## src/rtl/acc_pkg.sv

```systemverilog
// Shared opcode encoding, default widths and the saturating clamp used by the
// TIS-100 accumulator datapath.
package acc_pkg;

    typedef enum logic [3:0] {
        OP_NOP = 4'd0,
        OP_MOV = 4'd1,
        OP_ADD = 4'd2,
        OP_SUB = 4'd3,
        OP_NEG = 4'd4,
        OP_SAV = 4'd5,
        OP_SWP = 4'd6,
        OP_POP = 4'd7,
        OP_CLR = 4'd8
    } acc_op_t;

    localparam int ACC_WIDTH = 11;
    localparam int ACC_LIMIT = 999;

    // Values are carried as 32-bit signed so one function serves any WIDTH.
    function automatic int sat_clamp(input int value, input int limit);
        if (value > limit) begin
            return limit;
        end
        if (value < -limit) begin
            return -limit;
        end
        return value;
    endfunction

endpackage

```

## src/rtl/bak_stack.sv

```systemverilog
// Shift-register LIFO backing the BAK store; entry 0 is the top.
// A push onto a full stack drops the bottom entry; a swap on an empty stack acts as a push.
module bak_stack #(
    parameter int  WIDTH = 11,
    parameter int  DEPTH = 4,
    localparam int CW    = $clog2(DEPTH + 1)
) (
    input  logic                    CLK,
    input  logic                    nRST,
    input  logic                    push,
    input  logic                    pop,
    input  logic                    swap,
    input  logic                    clr,
    input  logic signed [WIDTH-1:0] swap_in,
    output logic signed [WIDTH-1:0] top,
    output logic [CW-1:0]           count
);

    logic signed [WIDTH-1:0] mem [DEPTH];
    logic                    empty;
    logic                    full;

    assign empty = (count == '0);
    assign full  = (count == CW'(DEPTH));
    assign top   = empty ? '0 : mem[0];

    always_ff @(posedge CLK or negedge nRST) begin
        if (!nRST) begin
            count <= '0;
            for (int i = 0; i < DEPTH; i++) begin
                mem[i] <= '0;
            end
        end else if (clr) begin
            count <= '0;
            for (int i = 0; i < DEPTH; i++) begin
                mem[i] <= '0;
            end
        end else if (push || (swap && empty)) begin
            for (int i = DEPTH - 1; i > 0; i--) begin
                mem[i] <= mem[i-1];
            end
            mem[0] <= swap_in;
            if (!full) begin
                count <= count + 1'b1;
            end
        end else if (swap) begin
            mem[0] <= swap_in;
        end else if (pop && !empty) begin
            for (int i = 0; i < DEPTH - 1; i++) begin
                mem[i] <= mem[i+1];
            end
            mem[DEPTH-1] <= '0;
            count        <= count - 1'b1;
        end
    end

endmodule

```

## src/rtl/acc_bank.sv

```systemverilog
// TIS-100 ACC register with a BAK stack: one opcode per cycle, results
// saturated to +/-LIMIT, sat pulse and sticky err flags.
module acc_bank
    import acc_pkg::*;
#(
    parameter int  WIDTH = ACC_WIDTH,
    parameter int  LIMIT = ACC_LIMIT,
    parameter int  DEPTH = 4,
    localparam int CW    = $clog2(DEPTH + 1)
) (
    input  logic                    CLK,
    input  logic                    nRST,
    input  logic                    op_valid,
    input  acc_op_t                 op,
    input  logic signed [WIDTH-1:0] operand,
    output logic signed [WIDTH-1:0] acc_out,
    output logic signed [WIDTH-1:0] bak_top,
    output logic [CW-1:0]           depth_cnt,
    output logic                    zero,
    output logic                    neg,
    output logic                    sat,
    output logic                    err
);

    logic signed [WIDTH-1:0] acc_p0;
    logic                    sat_p0;
    logic                    err_p0;

    logic signed [WIDTH-1:0] acc_nxt;
    logic                    sat_nxt;
    logic                    err_nxt;
    logic                    stk_push;
    logic                    stk_pop;
    logic                    stk_swap;
    logic                    stk_clr;
    logic signed [WIDTH-1:0] stk_top;
    logic [CW-1:0]           stk_cnt;

    int                      opd_i;
    int                      opc_i;
    int                      add_i;
    int                      sub_i;
    logic signed [WIDTH-1:0] opc_w;
    logic signed [WIDTH:0]   acc_x;
    logic signed [WIDTH:0]   opc_x;
    logic signed [WIDTH:0]   add_w;
    logic signed [WIDTH:0]   sub_w;
    logic                    opd_sat;

    bak_stack #(
        .WIDTH (WIDTH),
        .DEPTH (DEPTH)
    ) u_stack (
        .CLK     (CLK),
        .nRST    (nRST),
        .push    (stk_push),
        .pop     (stk_pop),
        .swap    (stk_swap),
        .clr     (stk_clr),
        .swap_in (acc_p0),
        .top     (stk_top),
        .count   (stk_cnt)
    );

    // Operand is clamped first; the sum of two in-range values fits WIDTH+1 bits.
    always_comb begin
        opd_i   = int'(operand);
        opc_i   = sat_clamp(opd_i, LIMIT);
        opd_sat = (opc_i != opd_i);
        opc_w   = WIDTH'(opc_i);
        acc_x   = {acc_p0[WIDTH-1], acc_p0};
        opc_x   = {opc_w[WIDTH-1], opc_w};
        add_w   = acc_x + opc_x;
        sub_w   = acc_x - opc_x;
        add_i   = sat_clamp(int'(add_w), LIMIT);
        sub_i   = sat_clamp(int'(sub_w), LIMIT);
    end

    always_comb begin
        acc_nxt  = acc_p0;
        sat_nxt  = 1'b0;
        err_nxt  = err_p0;
        stk_push = 1'b0;
        stk_pop  = 1'b0;
        stk_swap = 1'b0;
        stk_clr  = 1'b0;
        if (op_valid) begin
            case (op)
                OP_NOP: ;
                OP_MOV: begin
                    acc_nxt = opc_w;
                    sat_nxt = opd_sat;
                end
                OP_ADD: begin
                    acc_nxt = WIDTH'(add_i);
                    sat_nxt = opd_sat || (add_i != int'(add_w));
                end
                OP_SUB: begin
                    acc_nxt = WIDTH'(sub_i);
                    sat_nxt = opd_sat || (sub_i != int'(sub_w));
                end
                OP_NEG: acc_nxt = -acc_p0;
                OP_SAV: stk_push = 1'b1;
                OP_SWP: begin
                    // stk_top reads 0 when empty, which is the required ACC value.
                    stk_swap = 1'b1;
                    acc_nxt  = stk_top;
                end
                OP_POP: begin
                    if (stk_cnt == '0) begin
                        acc_nxt = '0;
                        err_nxt = 1'b1;
                    end else begin
                        stk_pop = 1'b1;
                        acc_nxt = stk_top;
                    end
                end
                OP_CLR: begin
                    stk_clr = 1'b1;
                    acc_nxt = '0;
                    err_nxt = 1'b0;
                end
                default: err_nxt = 1'b1;
            endcase
        end
    end

    // Register stage
    always_ff @(posedge CLK or negedge nRST) begin
        if (!nRST) begin
            acc_p0 <= '0;
            sat_p0 <= 1'b0;
            err_p0 <= 1'b0;
        end else begin
            acc_p0 <= acc_nxt;
            sat_p0 <= sat_nxt;
            err_p0 <= err_nxt;
        end
    end

    assign acc_out   = acc_p0;
    assign bak_top   = stk_top;
    assign depth_cnt = stk_cnt;
    assign zero      = (acc_p0 == '0);
    assign neg       = acc_p0[WIDTH-1];
    assign sat       = sat_p0;
    assign err       = err_p0;

endmodule
```

## config.mk

```make
export PLATFORM = sky130hd
export DESIGN_NAME = acc_bank
export DESIGN_NICKNAME = d
export VERILOG_FILES = /design/src/rtl/acc_pkg.sv /design/src/rtl/bak_stack.sv /design/src/rtl/acc_bank.sv
export SDC_FILE = /design/constraint.sdc
export NUM_CORES = 1
export LEC_CHECK = 0
export BUFFER_PORTS_ARGS = -buffer_cell sky130_fd_sc_hd__buf_2
export CAP_MARGIN = 25
export CELL_PAD_IN_SITES_DETAIL_PLACEMENT = 1
export CELL_PAD_IN_SITES_GLOBAL_PLACEMENT = 2
export CORE_MARGIN = 2
export CORE_UTILIZATION = 40
export DETAILED_ROUTE_END_ITERATION = 6
export HOLD_SLACK_MARGIN = 0.05
export PLACE_DENSITY_LB_ADDON = 0.1
export SYNTH_ARGS = -nofsm -noshare
export SYNTH_HDL_FRONTEND = slang
export SYNTH_SLANG_ARGS = --single-unit
```

## constraint.sdc

```tcl
create_clock -name CLK -period 4.6 [get_ports CLK]
set_input_delay 0.69 -clock CLK [delete_from_list [all_inputs] [get_ports CLK]]
set_output_delay 0.69 -clock CLK [all_outputs]
set_load 0.1 [all_outputs]
```

==> flow_metrics.env <==
export IMPL_status="finished clean"
export IMPL_p_sw_w=0.00134
export IMPL_drt_wl_total_um=17600
export IMPL_clk_pin_slew_ps=50
export IMPL_cts_resized=0
export IMPL_synth_most_common_cell="nand2_1"
export IMPL_nets=740
export IMPL_cp_max_fo=6
export IMPL_drt_iter0_markers=267
export IMPL_finalHoldViolations=0
export IMPL_area_delta_synth_final_pct=21.7
export IMPL_synthCells=603
export IMPL_initial_core_util_pct=40.8
export IMPL_fin_skew_ps=7.52
export IMPL_arrival_ps=4610
export IMPL_synth_seq_area_share_pct=29.2
export IMPL_dr_pass1_iters=5
export IMPL_worst_slew_pin_slew_ps=971
export IMPL_drc=0
export IMPL_layout_setup_ws_ps=218
export IMPL_ff2ff_setup_slack_ps=1140
export IMPL_dieHeight_um=117
export IMPL_num_vias=5139
export IMPL_p_clk_share_pct=20.8
export IMPL_async_flop_share_pct=100
export IMPL_hold_path_class="reg2reg"
export IMPL_ys_top_cells_by_count="64 x nand2_1, 60 x dfrtp_1, 49 x a21oi_1"
export IMPL_root_buffer="clkbuf_16"
export IMPL_r2r_start="acc_out[0]$_DFFE_PN0P_"
export IMPL_yosys_warnings=0
export IMPL_power_density_nw_per_um2=454
export IMPL_grt_max_degree=62
export IMPL_critPathKind="in2reg"
export IMPL_synthDistinctLibCells=78
export IMPL_peakVddDrop_v=0.000210
export IMPL_portBuffers=46
export IMPL_ff2ff_path_depth=12
export IMPL_htreeDepth=3
export IMPL_ys_flop_type="dfrtp_1"
export IMPL_start_kind="primary input"
export IMPL_wl_per_cell_um=20.3
export IMPL_whs_path_depth=2
export IMPL_final_period_utilization_pct=95.3
export IMPL_p_comb_share_pct=56.1
export IMPL_synth_area_leader_cell="dfrtp_1"
export IMPL_synthesis_area_um2=5130
export IMPL_cts_made_buffers=9
export IMPL_clockBufferDepth=2
export IMPL_max_freq_ghz=0.228
export IMPL_p_leak_nw=2.86
export IMPL_synth_area_leaders="dfrtp_1 29%, mux2i_1 6.4%, ha_1 6.3%"
export IMPL_p_seq_share_pct=23.1
export IMPL_grt_use_total_pct=26.9
export IMPL_clock_sinks=60
export IMPL_post_route_min_period_ps=4380
export IMPL_die_w_um=117
export IMPL_end_kind="flop"
export IMPL_cp_required_ps=4830
export IMPL_grt_pass1_vias=5326
export IMPL_reg2reg_to="acc_out[2]$_DFFE_PN0P_"
export IMPL_synth_edf_count=0
export IMPL_die_area_um2=13800
export IMPL_diodes=0
export IMPL_synthesis_nets=650
export IMPL_hpwl_um=13400
export IMPL_whs_ps=502
export IMPL_rows=41
export IMPL_layout_drive_gt1_share_pct=23.5
export IMPL_switching_share_pct=47.3
export IMPL_max_cap_violations=0
export IMPL_synth_area_per_cell_um2=8.51
export IMPL_vias_per_cell=5.91
export IMPL_synth_seq_cells=60
export IMPL_postCtsSetupRepairBufs=0
export IMPL_pre_cts_slack_ps=-211
export IMPL_hold_start="u_stack.mem[11]$_DFFE_PN0P_"
export IMPL_max_slew_margin_pct=35.1
export IMPL_coreArea_um2=12600
export IMPL_gp_congestion=0.912
export IMPL_cts_hold_buf=0
export IMPL_synth_top_area_share_pct=29.2
export IMPL_p_int_w=0.00149
export IMPL_grt_overflow=0
export IMPL_grt_pass1_wl_um=28400
export IMPL_antenna_found_initial=0
export IMPL_slew_violations=0
export IMPL_min_to="u_stack.mem[11]$_DFFE_PN0P_"
export IMPL_cts_tree="done"
export IMPL_final_antenna_net_count=0
export IMPL_ios=47
export IMPL_clock_latency_ps=330
export IMPL_setup_violations=0
logic make-up after synthesis:
logic type	count (synthesis)	share of synthesized area, %
DFF	60	29.2
muxes	33	6.43
xor gates and xnor gates	22	3.75
adders and majority gates	31	7.90
buffers and inverters	59	4.90
AOI/OAI and AO/OA	194	27.0
and+or+nand+nor	204	20.8
how the worst max path moves through the flow:
stage | from | end | slack, ps | cells after the start
floorplan | operand[2] | acc_out[6]$_DFFE_PN0P_ | 430 | 15
global placement | operand[2] | acc_out[2]$_DFFE_PN0P_ | -170 | 17
detailed placement | operand[2] | acc_out[2]$_DFFE_PN0P_ | -210 | 17
CTS | operand[2] | acc_out[2]$_DFFE_PN0P_ | 50 | 17
global route | operand[9] | acc_out[7]$_DFFE_PN0P_ | -40 | 18
finish | operand[2] | acc_out[2]$_DFFE_PN0P_ | 220 | 17
routing by layer:
| metal | track usage, % | vias up | share of wire, % |
|---|---|---|---|
| li1 | - | 2417 | - |
| met5 | 0 | - | 0 |
| met3 | 3.30 | 36 | 3.0 |
| met2 | 46.6 | 116 | 49 |
| met4 | 9.65 | 0 | 3.1 |
| met1 | 34.5 | 2570 | 45 |
critical path: stages:
cell and delay [ps]:
buf_2 100, o311a_1 330, o21ai_0 160, ha_1 270, buf_4 160, o21ai_1 260, buf_4 170, ha_1 210
and2_1 300, o311ai_4 210, a2111oi_2 340, nor3b_1 140, buf_4 160, nor4_2 310, o21ai_1 200, a211o_1 360
a41oi_1 230
cell type report:
class / count / area [µm²]
fill: 1521 / 6320
multi-input combinational: 484 / 3440
sequential: 60 / 1500
timing repair buffer: 115 / 748
clock buffer: 10 / 229
tap: 172 / 215
inverter: 23 / 86.3
clock inverter: 5 / 30.0
state kept, by name, indices dropped and copies added, names as in the netlist:
name	flops
u_stack.mem	44
acc_out	11
u_stack.count	3
err	1
sat	1
placed cells by master, fill, tap and decap left out, types with 6 or more instances in the layout:
master,count
clkbuf_16,9
o21ai_0,19
o31ai_1,35
dfrtp_1,60
o21ai_1,7
nand3b_1,6
nand3_1,14
a211oi_1,6
nor2_1,32
nand2b_1,9
ha_1,24
buf_4,69
xor2_1,8
nor2b_1,19
a221oi_1,8
inv_1,21
a31oi_1,9
nand2_1,64
a22o_1,12
mux2i_1,33
buf_2,46
xnor2_1,13
nand4_1,6
nor3_1,15
a21oi_1,48
power groups by stage:
stage | Sequential [W] | Clock [W] | Combinational (W)
4_1_cts | 0.000653 | 0.000602 | 0.00155
6_report | 0.000655 | 0.000590 | 0.00159
2_1_floorplan | 0.000849 | 0 | 0.000817
5_1_grt | 0.000660 | 0.000622 | 0.00171
3_3_place_gp | 0.000656 | 0 | 0.00151
3_5_place_dp | 0.000661 | 0 | 0.00153
per-stage QoR:
stage	total power [W]	instances	cell area, µm²	utilization (%)	TNS (ps)
floorplan	0.00167	603	5130	-	0
global placement	0.00217	854	5940	47.3	-700
detailed placement	0.00220	854	5940	47.3	-723
CTS	0.00280	869	6200	49.3	0
global route	0.00299	869	6250	49.7	-37.0
finish	0.00284	869	6250	49.7	0
Note: power is estimated with default switching activity, not from simulation.
